## src/rtl/uart_rx_os32.sv

```systemverilog
// rtl/uart_rx_os32.sv - x32-oversampled UART receiver with majority vote and single-entry holding register
module uart_rx_os32 #(
    parameter int DATA_BITS = 8
) (
    input  logic                 CLK,
    input  logic                 RST,
    input  logic                 TICK_X32,
    input  logic                 RXD,
    input  logic                 RX_EN,
    input  logic                 PARITY_EN,
    input  logic                 PARITY_ODD,
    input  logic                 RX_ACK,
    output logic [DATA_BITS-1:0] RX_DATA,
    output logic                 RX_VALID,
    output logic                 FRAME_ERR,
    output logic                 PARITY_ERR,
    output logic                 OVERRUN,
    output logic                 BUSY
);

    typedef enum logic [2:0] {IDLE, START, DATA, PARITY, STOP} state_t;

    localparam logic [2:0] LAST_IDX = 3'(DATA_BITS - 1);

    state_t                 state, state_nxt;
    logic                   sync1, rxs, rxs_d;
    logic [1:0]             vote_hist;
    logic                   vote, fall;
    logic [4:0]             cnt;
    logic [2:0]             bit_idx;
    logic [DATA_BITS-1:0]   shreg;
    logic                   par_en_l, par_odd_l, perr;
    logic                   mid_tick, end_tick;
    logic                   start_frame, go_data, shift_bit, par_sample, complete, load;

    // The two older register entries plus this tick's sample form the 3-way vote.
    assign vote     = (vote_hist[1] & vote_hist[0]) | (vote_hist[1] & rxs) | (vote_hist[0] & rxs);
    assign fall     = rxs_d & ~rxs;
    assign mid_tick = TICK_X32 && (cnt == 5'd15);
    assign end_tick = TICK_X32 && (cnt == 5'd31);
    assign load     = complete && (!RX_VALID || RX_ACK);
    assign BUSY     = (state != IDLE);

    always_comb begin
        state_nxt   = state;
        start_frame = 1'b0;
        go_data     = 1'b0;
        shift_bit   = 1'b0;
        par_sample  = 1'b0;
        complete    = 1'b0;
        if (!RX_EN) begin
            state_nxt = IDLE;
        end else begin
            case (state)
                IDLE: if (fall) begin
                    state_nxt   = START;
                    start_frame = 1'b1;
                end
                START: if (mid_tick) begin
                    if (vote) begin
                        state_nxt = IDLE;
                    end else begin
                        state_nxt = DATA;
                        go_data   = 1'b1;
                    end
                end
                DATA: if (end_tick) begin
                    shift_bit = 1'b1;
                    if (bit_idx == LAST_IDX)
                        state_nxt = par_en_l ? PARITY : STOP;
                end
                PARITY: if (end_tick) begin
                    par_sample = 1'b1;
                    state_nxt  = STOP;
                end
                STOP: if (end_tick) begin
                    complete  = 1'b1;
                    state_nxt = IDLE;
                end
                default: state_nxt = IDLE;
            endcase
        end
    end

    always_ff @(posedge CLK or negedge RST) begin
        if (!RST) begin
            state     <= IDLE;
            sync1     <= 1'b1;
            rxs       <= 1'b1;
            rxs_d     <= 1'b1;
            vote_hist <= 2'b11;
            cnt       <= 5'd0;
            bit_idx   <= 3'd0;
            shreg     <= '0;
            par_en_l  <= 1'b0;
            par_odd_l <= 1'b0;
            perr      <= 1'b0;
        end else begin
            state <= state_nxt;
            sync1 <= RXD;
            rxs   <= sync1;
            rxs_d <= rxs;
            if (TICK_X32)
                vote_hist <= {vote_hist[0], rxs};
            if (start_frame || go_data)
                cnt <= 5'd0;
            else if (TICK_X32)
                cnt <= cnt + 5'd1;
            if (go_data)
                bit_idx <= 3'd0;
            else if (shift_bit)
                bit_idx <= bit_idx + 3'd1;
            if (shift_bit)
                shreg <= {vote, shreg[DATA_BITS-1:1]};
            if (start_frame) begin
                par_en_l  <= PARITY_EN;
                par_odd_l <= PARITY_ODD;
                perr      <= 1'b0;
            end else if (par_sample) begin
                perr <= (vote != (^shreg ^ par_odd_l));
            end
        end
    end

    // Holding register: a completion either loads or, when still full and unacked, drops.
    always_ff @(posedge CLK or negedge RST) begin
        if (!RST) begin
            RX_DATA    <= '0;
            RX_VALID   <= 1'b0;
            FRAME_ERR  <= 1'b0;
            PARITY_ERR <= 1'b0;
            OVERRUN    <= 1'b0;
        end else if (load) begin
            RX_DATA    <= shreg;
            FRAME_ERR  <= ~vote;
            PARITY_ERR <= perr;
            RX_VALID   <= 1'b1;
            if (RX_ACK && RX_VALID)
                OVERRUN <= 1'b0;
        end else if (complete) begin
            OVERRUN <= 1'b1;
        end else if (RX_ACK && RX_VALID) begin
            RX_VALID <= 1'b0;
            OVERRUN  <= 1'b0;
        end
    end

endmodule
```

## config.mk

```make
export PLATFORM = sky130hd
export DESIGN_NAME = uart_rx_os32
export DESIGN_NICKNAME = d
export VERILOG_FILES = /design/src/rtl/uart_rx_os32.sv
export SDC_FILE = /design/constraint.sdc
export NUM_CORES = 1
export LEC_CHECK = 0
export CAP_MARGIN = 20
export CORE_ASPECT_RATIO = 0.8
export CORE_MARGIN = 2
export CORE_UTILIZATION = 49
export DETAILED_ROUTE_END_ITERATION = 10
export GPL_TIMING_DRIVEN = 0
export MAX_ROUTING_LAYER = met4
export PLACE_DENSITY = 0.74
export RECOVER_POWER = 100
export SYNTH_ARGS = -nofsm -noshare
export SYNTH_HDL_FRONTEND = slang
export SYNTH_SLANG_ARGS = --single-unit
```

## constraint.sdc

```tcl
create_clock -name CLK -period 2.15 [get_ports CLK]
set_input_delay 0.43 -clock CLK [delete_from_list [all_inputs] [get_ports CLK]]
set_output_delay 0.43 -clock CLK [all_outputs]
set_load 0.02 [all_outputs]
```

==> impl_results.md, run 1 <==
* Status: finished, final reports clean
* Root Buffer Master: clkbuf_8
* Tmin final at ~2100 ps
* Clock Skew at roughly 8 ps
* Final Cycle Share at 95.9%
* Fin. Hold Viols at 0
* Least-Margin Pin Slew at just over 800 ps
* Mapped Nets at approximately 160
* Most common cell after layout, fill and taps aside: dfrtp_1
* Largest net degree at the start of global routing at 40
* Tightest Hold Check Type: primary input to async pin
* Fin nets at around 190
* Hold Slack at ~230 ps
* Register share of total power at between 40% and 50%
* Crit Path Class: flip-flop to flip-flop
* CP required at 2330 ps
* Leak Pwr at between 1 and 1.5 nW
* Starting Density at roughly half
* Core region area at between 3000 and 4000 um^2
* Remaining global-route overflow at 0
* Global-route wire length before repair at between 5000 and 6000 um
* WL/cell at 15.1 um
* Row count at 19
* CTS tree: done
* P_sw at 0.513 mW
* Crit path from: cnt[0]
* Clock Pin Slew Worst Setup and Hold Paths at approximately 70 ps
* Max-Slew Margin vs Limit at 44.6%
* Worst setup EP type: flip-flop
* Routed wire length at around 3300 um
* Max Freq at ~490 MHz
* Ports at 21
* Initial antenna violation count at 0
* Die Height at approximately 58 um
* PwrDens at around 840 nW/um^2
* Final core occ at approximately 64%
* Tot GR Track Use at 18.4%
* Most frequent cells in the layout: 34 x dfrtp_1, 19 x mux2_2, 17 x clkdlybuf4s50_1
* Filler Cell Count at 257
* Vias in the first global route at ~1200
* Share of the synthesized area in the top cell type at 47.3%
* Die width at between 70 and 80 um
* Yosys cell types at 41
* CTS max path bufs at 2
* Reg2reg path depth at 8
* Synth area leaders: dfrtp_1 47%, mux2_2 12%, dfstp_2 7.3%, xnor2_1 4.4%, ha_1 3.5%
* Area leader, netlist: dfrtp_1
* Mapped cell area at 1800 um^2
* IO buf count at 20
* DRC violations left at 0
* Switch share at between 20% and 30%
* Warnings, synthesis at 0
* Share of cells above drive strength 1 at between 20% and 30%
* Total number of vias at 1182
* Syn-to-layout area delta at 24.2%
* Combinational fraction of design power at between 20% and 30%
* FF/Latch Area at between 900 and 1000 um^2
* Setup crit start kind: flip-flop
* Htree depth at 2
* Max VDD drop at between 0.4 and 0.5 mV
* Die area at 4170 um^2
* Clock Power Share at between 30% and 40%
* Int Power at approximately 1.4 mW
* CP Max Fanout at 10
* Flip-flop and latch count after synthesis at 39
* Final GP Congestion at between 0.8 and 0.9
* Max-cap viol count at 0
* Register area share after synthesis at ~55%
* Skew-Pair Late Insertion Delay at around 300 ps
* DRT iter0 DRCs at 80
* Detail Placement HPWL at 2280 um
* Number of antenna diodes at 0
* Syn avg cell area at 12.5 um^2
* # clock sinks at 39
* Post-route setup slack at 88.7 ps
* Multi-input gate area at between 800 and 900 um^2
* Worst r2r src: cnt[0]
* Setup WS pre-CTS at -383 ps
* Routed Antenna Nets at 0
* Vias/cell at about 5.4
* Crit path DAT at approximately 2200 ps
* Synthesized netlist cell count at around 140
* Final setup fails at 0
* Max-slew violations at 0
* Clock buffer count from CTS at 5
* CTS Hold Bufs at 0
* Number of detailed-routing iterations run before antenna repair at 4
sequential cells by signal, indices dropped and copies added, names as in the netlist:
name and cells:
bit_idx 3, RX_DATA 8, RX_VALID 1, vote_hist 2, OVERRUN 1, par_odd_l 1
cnt 5, shreg 8, PARITY_ERR 1, rxs 1, sync1 1, par_en_l 1
state 3, perr 1, rxs_d 1, FRAME_ERR 1
worst max-delay path, stage by stage (launching register included):
cell	delay [ps]
dfrtp_1	380
ha_1	170
and3_4	200
ha_4	150
nand2_2	90
nor4_4	360
nand2_1	120
buf_4	190
mux2_2	280
through the flow:
stage	setup TNS, ps	area (um^2)	power, mW	instances
after floorplan	0	1800	1.13	144
after global placement	-10570	2050	1.21	206
after detailed placement	-5460	2050	1.24	206
after CTS	0	2180	1.86	214
after global routing	-280	2230	1.98	218
final	0	2230	1.87	218
final timing paths:
kind / slack (ps) / end
setup / recovery: 90 / RX_DATA[2]
hold / removal: 230 / state[1]
setup reg to reg: 90 / RX_DATA[2]
hold reg to reg: 370 / rxs
max in group asynchronous: 1390 / shreg[7]
min in group CLK: 370 / rxs
synthesized netlist by cell type:
master and number:
nand2b_1 4, mux2_2 19, a21boi_0 1, xnor2_1 9, nor2_1 11, or2b_2 1
or4b_4 1, a211oi_1 1, or3_4 1, o21ai_0 4, or2b_1 1, o211ai_1 1
o21a_1 2, ha_1 5, a31oi_1 1, buf_1 1, a21o_1 1, nor2b_1 1
buf_6 1, nor3_1 1, buf_2 1, maj3_1 1, nor4_1 1, or2_2 1
nor3b_1 1, xor2_1 4, nand4_1 3, dfrtp_1 34, inv_1 4, nand3_1 1
a21oi_1 3, dfstp_2 5, mux2i_1 3, mux2_4 2, and4_1 1, and2_1 2
o311ai_0 1, and3_1 1, clkbuf_1 2, nand2_1 5, a2111oi_0 1
layer usage:
layer  vias to the layer above  global-route usage (%)  wire [um]
li1                        568                       -          -
met1                       584                    22.7       1490
met2                        20                    27.9       1610
met3                        10                    4.70        116
met4                         0                    9.97         73
met5                         -                       -          0
final cells by class:
cell class,instances,share of cell area [%]
flip-flops and latches,39,44.0
multi-input cells,96,36.5
repair buffers,24,10.0
clock buffers,6,3.25
well taps,42,2.35
clock inverters,2,1.68
plain buffers,5,1.57
inverters,4,0.672
cell families (layout without fill, tap and decap cells):
family	Yosys count	after routing	share of synthesized area (%)
buffers and inverters	9	41	2.37
adders and majority gates	6	6	4.04
muxes	24	24	15.2
xor gates and xnor gates	13	13	6.33
DFF	39	39	54.6
AOI/OAI and AO/OA	16	16	5.78
and+or+nand+nor	37	37	11.6
power groups by stage:
stage               clock network (mW)  registers (mW)  logic, mW
floorplan                            0           0.869      0.260
global placement                     0           0.875      0.332
detailed placement                   0           0.884      0.352
CTS                              0.619           0.871      0.366
global route                     0.649           0.883      0.452
finish                           0.602           0.872      0.396
repair_timing:
action,CTS,global route
setup buffers,0,4
resized for setup,8,6
pin swaps,0,4
setup endpoints to repair,18,19
No activity file was read; power rests on OpenSTA's default activity.
==> run 2: changes to the inputs <==
==> constraint.sdc (replaced) <==
create_clock -name CLK -period 2.15 [get_ports CLK]
set_input_delay 0.43 -clock CLK [delete_from_list [all_inputs] [get_ports CLK]]
set_output_delay 0.43 -clock CLK [all_outputs]
set_load 0.005 [all_outputs]
==> run 2 against run 1 <==
Against the previous run:
- register-to-register slack hardly changed
- first-iteration DRC count unchanged
- flip-flop and latch count is the same
- via count stayed put
- highest routed layer unchanged
- largest cell class unchanged
- combinational power decreased by 1%
- die area did not move
- largest power group unchanged
- sequential share of layout area about the same
==> impl_results.md, run 2 (same netlist as run 1, synthesis figures left out) <==
* Status: finished, final reports clean
* Die Height at just under 60 um
* Starting Density at about half
* Htree depth at 2
* Clock Pin Slew Worst Setup and Hold Paths at around 70 ps
* Crit path DAT at approximately 1700 ps
* Share of cells above drive strength 1 at approximately 28%
* Worst path slowest cell: clkdlybuf4s50_1
* Final Instance Area at 2230 um^2
* Most frequent cells in the layout: 34 x dfrtp_1, 19 x mux2_2, 18 x clkdlybuf4s50_1
* Detail Placement HPWL at 2280 um
* CP Capture Point: BUSY
* Crit Path Class: flip-flop to output pin
* Reg-to-reg setup timing slack at roughly 90 ps
* Reg2reg path depth at 8
* Most common cell after layout, fill and taps aside: dfrtp_1
* Max-cap viol count at 0
* CTS Hold Bufs at 0
* Setup crit start kind: flip-flop
* CP Max Fanout at 9
* CTS max path bufs at 2
* Clock buffer count from CTS at 5
* Fin. Hold Viols at 0
* Max-slew violations at 0
* DRT iter0 DRCs at 80
* Die width at between 70 and 80 um
* Tightest Hold Check Type: primary input to async pin
* Leak Pwr at between 1 and 1.5 nW
* Switch share at between 20% and 30%
* Die area at roughly 4200 um^2
* Remaining global-route overflow at 0
* Worst path cell trace: buf_6 -> or3_4 -> clkdlybuf4s50_1
* # clock sinks at 39
* CTS tree: done
* Syn-to-layout area delta at 24.3%
* Row count at 19
* Final Cycle Share at a little over nine tenths
* Routed wire length at approximately 3300 um
* P_sw at just over 0.5 mW
* Final Power at 1.87 mW
* WL/cell at ~15 um
* Least-Margin Pin Slew at slightly above 800 ps
* Clock Skew at 7.99 ps
* Root Buffer Master: clkbuf_8
* Max-Slew Margin vs Limit at 44.6%
* Int Power at approximately 1.4 mW
* CP required at around 1700 ps
* Vias/cell at approximately 5.4
* Largest net degree at the start of global routing at 40
* Number of antenna diodes at 0
* DRC violations left at 0
* Core region area at around 3500 um^2
* Max Freq at approximately 480 MHz
* FF-to-FF End: RX_DATA[2]
* Crit path max-delay family: buffers and inverters
* Routed Antenna Nets at 0
* Vias in the first global route at about 1200
* Levels on crit path at 3
* Area after DPL at just over 2000 um^2
* Tot GR Track Use at between 10% and 20%
* Largest registers: RX_DATA: 8 flops, shreg: 8 flops, cnt: 5 flops
* Final GP Congestion at about 0.85
* Filler Cell Count at 256
* Number of detailed-routing iterations run before antenna repair at 4
* Worst setup EP type: output pin
* Combinational fraction of design power at 21.0%
* Skew-Pair Late Insertion Delay at about 300 ps
* Crit path from: state[1]
* Final core occ at between 60 and 70%
* Tmin final at approximately 2100 ps
* Bufs and invs on worst path at 2
* Global-route wire length before repair at ~5600 um
* PwrDens at roughly 840 nW/um^2
* Initial antenna violation count at 0
* Fin nets at around 190
* Max VDD drop at around 0.48 mV
* Clock Power Share at about a third
* Register share of total power at 46.7%
* IO buf count at 20
* Total number of vias at between 1000 and 1500
* Final setup fails at 0
* Ports at 21
* Worst r2r src: cnt[0]
* Crit-path max cell delay at between 400 and 500 ps
## run 2: changes by cell type in the layout (fill, tap and decap cells not counted), sizes merged
cell and change:
dlygate4sd2 -1, clkdlybuf4s50 +1
## run 2: worst reg2reg max path, cell delays in order, from the launching register on
cell and delay (ps):
dfrtp_1 380, ha_1 170, and3_4 200, ha_4 150, nand2_2 100, nor4_4 360, nand2_1 120, buf_4 190
mux2_2 280
## run 2: layout make-up
cell class	count	area (um^2)	share of cell area (%)
Tap cell	42	52.6	2.35
Inverter	4	15.0	0.672
Multi-Input combinational cell	96	815	36.5
Clock inverter	2	37.5	1.68
Sequential cell	39	982	44.0
Timing Repair Buffer	24	225	10.1
Buffer	5	35.0	1.57
Clock buffer	6	72.6	3.25
## run 2: worst min-delay path by stage
stage | end | cells past startpoint
3_5_place_dp | rxs | 0
3_3_place_gp | rxs | 0
5_1_grt | bit_idx[1] | 1
2_1_floorplan | FRAME_ERR | 0
4_1_cts | RX_DATA[7] | 1
6_report | state[1] | 1
## run 2: stage by stage
step / instances / setup TNS (ps) / setup WS [ps] / hold slack (ps)
floorplan: 144 / 0 / 115 / 134
global placement: 206 / -10570 / -334 / 346
detailed placement: 206 / -5460 / -383 / 353
CTS: 214 / 0 / 17.2 / 257
global route: 218 / -280 / -45.6 / 285
finish: 218 / 0 / 70.7 / 233
## run 2: power by group through the flow
| stage | Combinational [mW] | Sequential [mW] | Clock [mW] |
|---|---|---|---|
| 2_1_floorplan | 0.249 | 0.869 | 0 |
| 3_3_place_gp | 0.321 | 0.875 | 0 |
| 3_5_place_dp | 0.341 | 0.884 | 0 |
| 4_1_cts | 0.362 | 0.871 | 0.619 |
| 5_1_grt | 0.448 | 0.883 | 0.649 |
| 6_report | 0.392 | 0.872 | 0.602 |
## run 2: per-layer routing
layer | wire length, um | global-route usage, % | vias to the layer above
met5 | 0 | - | -
li1 | - | - | 568
met2 | 1610 | 27.9 | 20
met4 | 73 | 9.97 | 0
met1 | 1490 | 22.7 | 584
met3 | 115 | 4.70 | 10
## run 2: repair_timing
action / 4_1_cts / 5_1_grt
endpoints found under the setup margin: 17 / 19
pin swaps: 0 / 4
endpoints found under the hold margin: 0 / 0
setup buffers: 0 / 4
gates resized for setup: 7 / 6
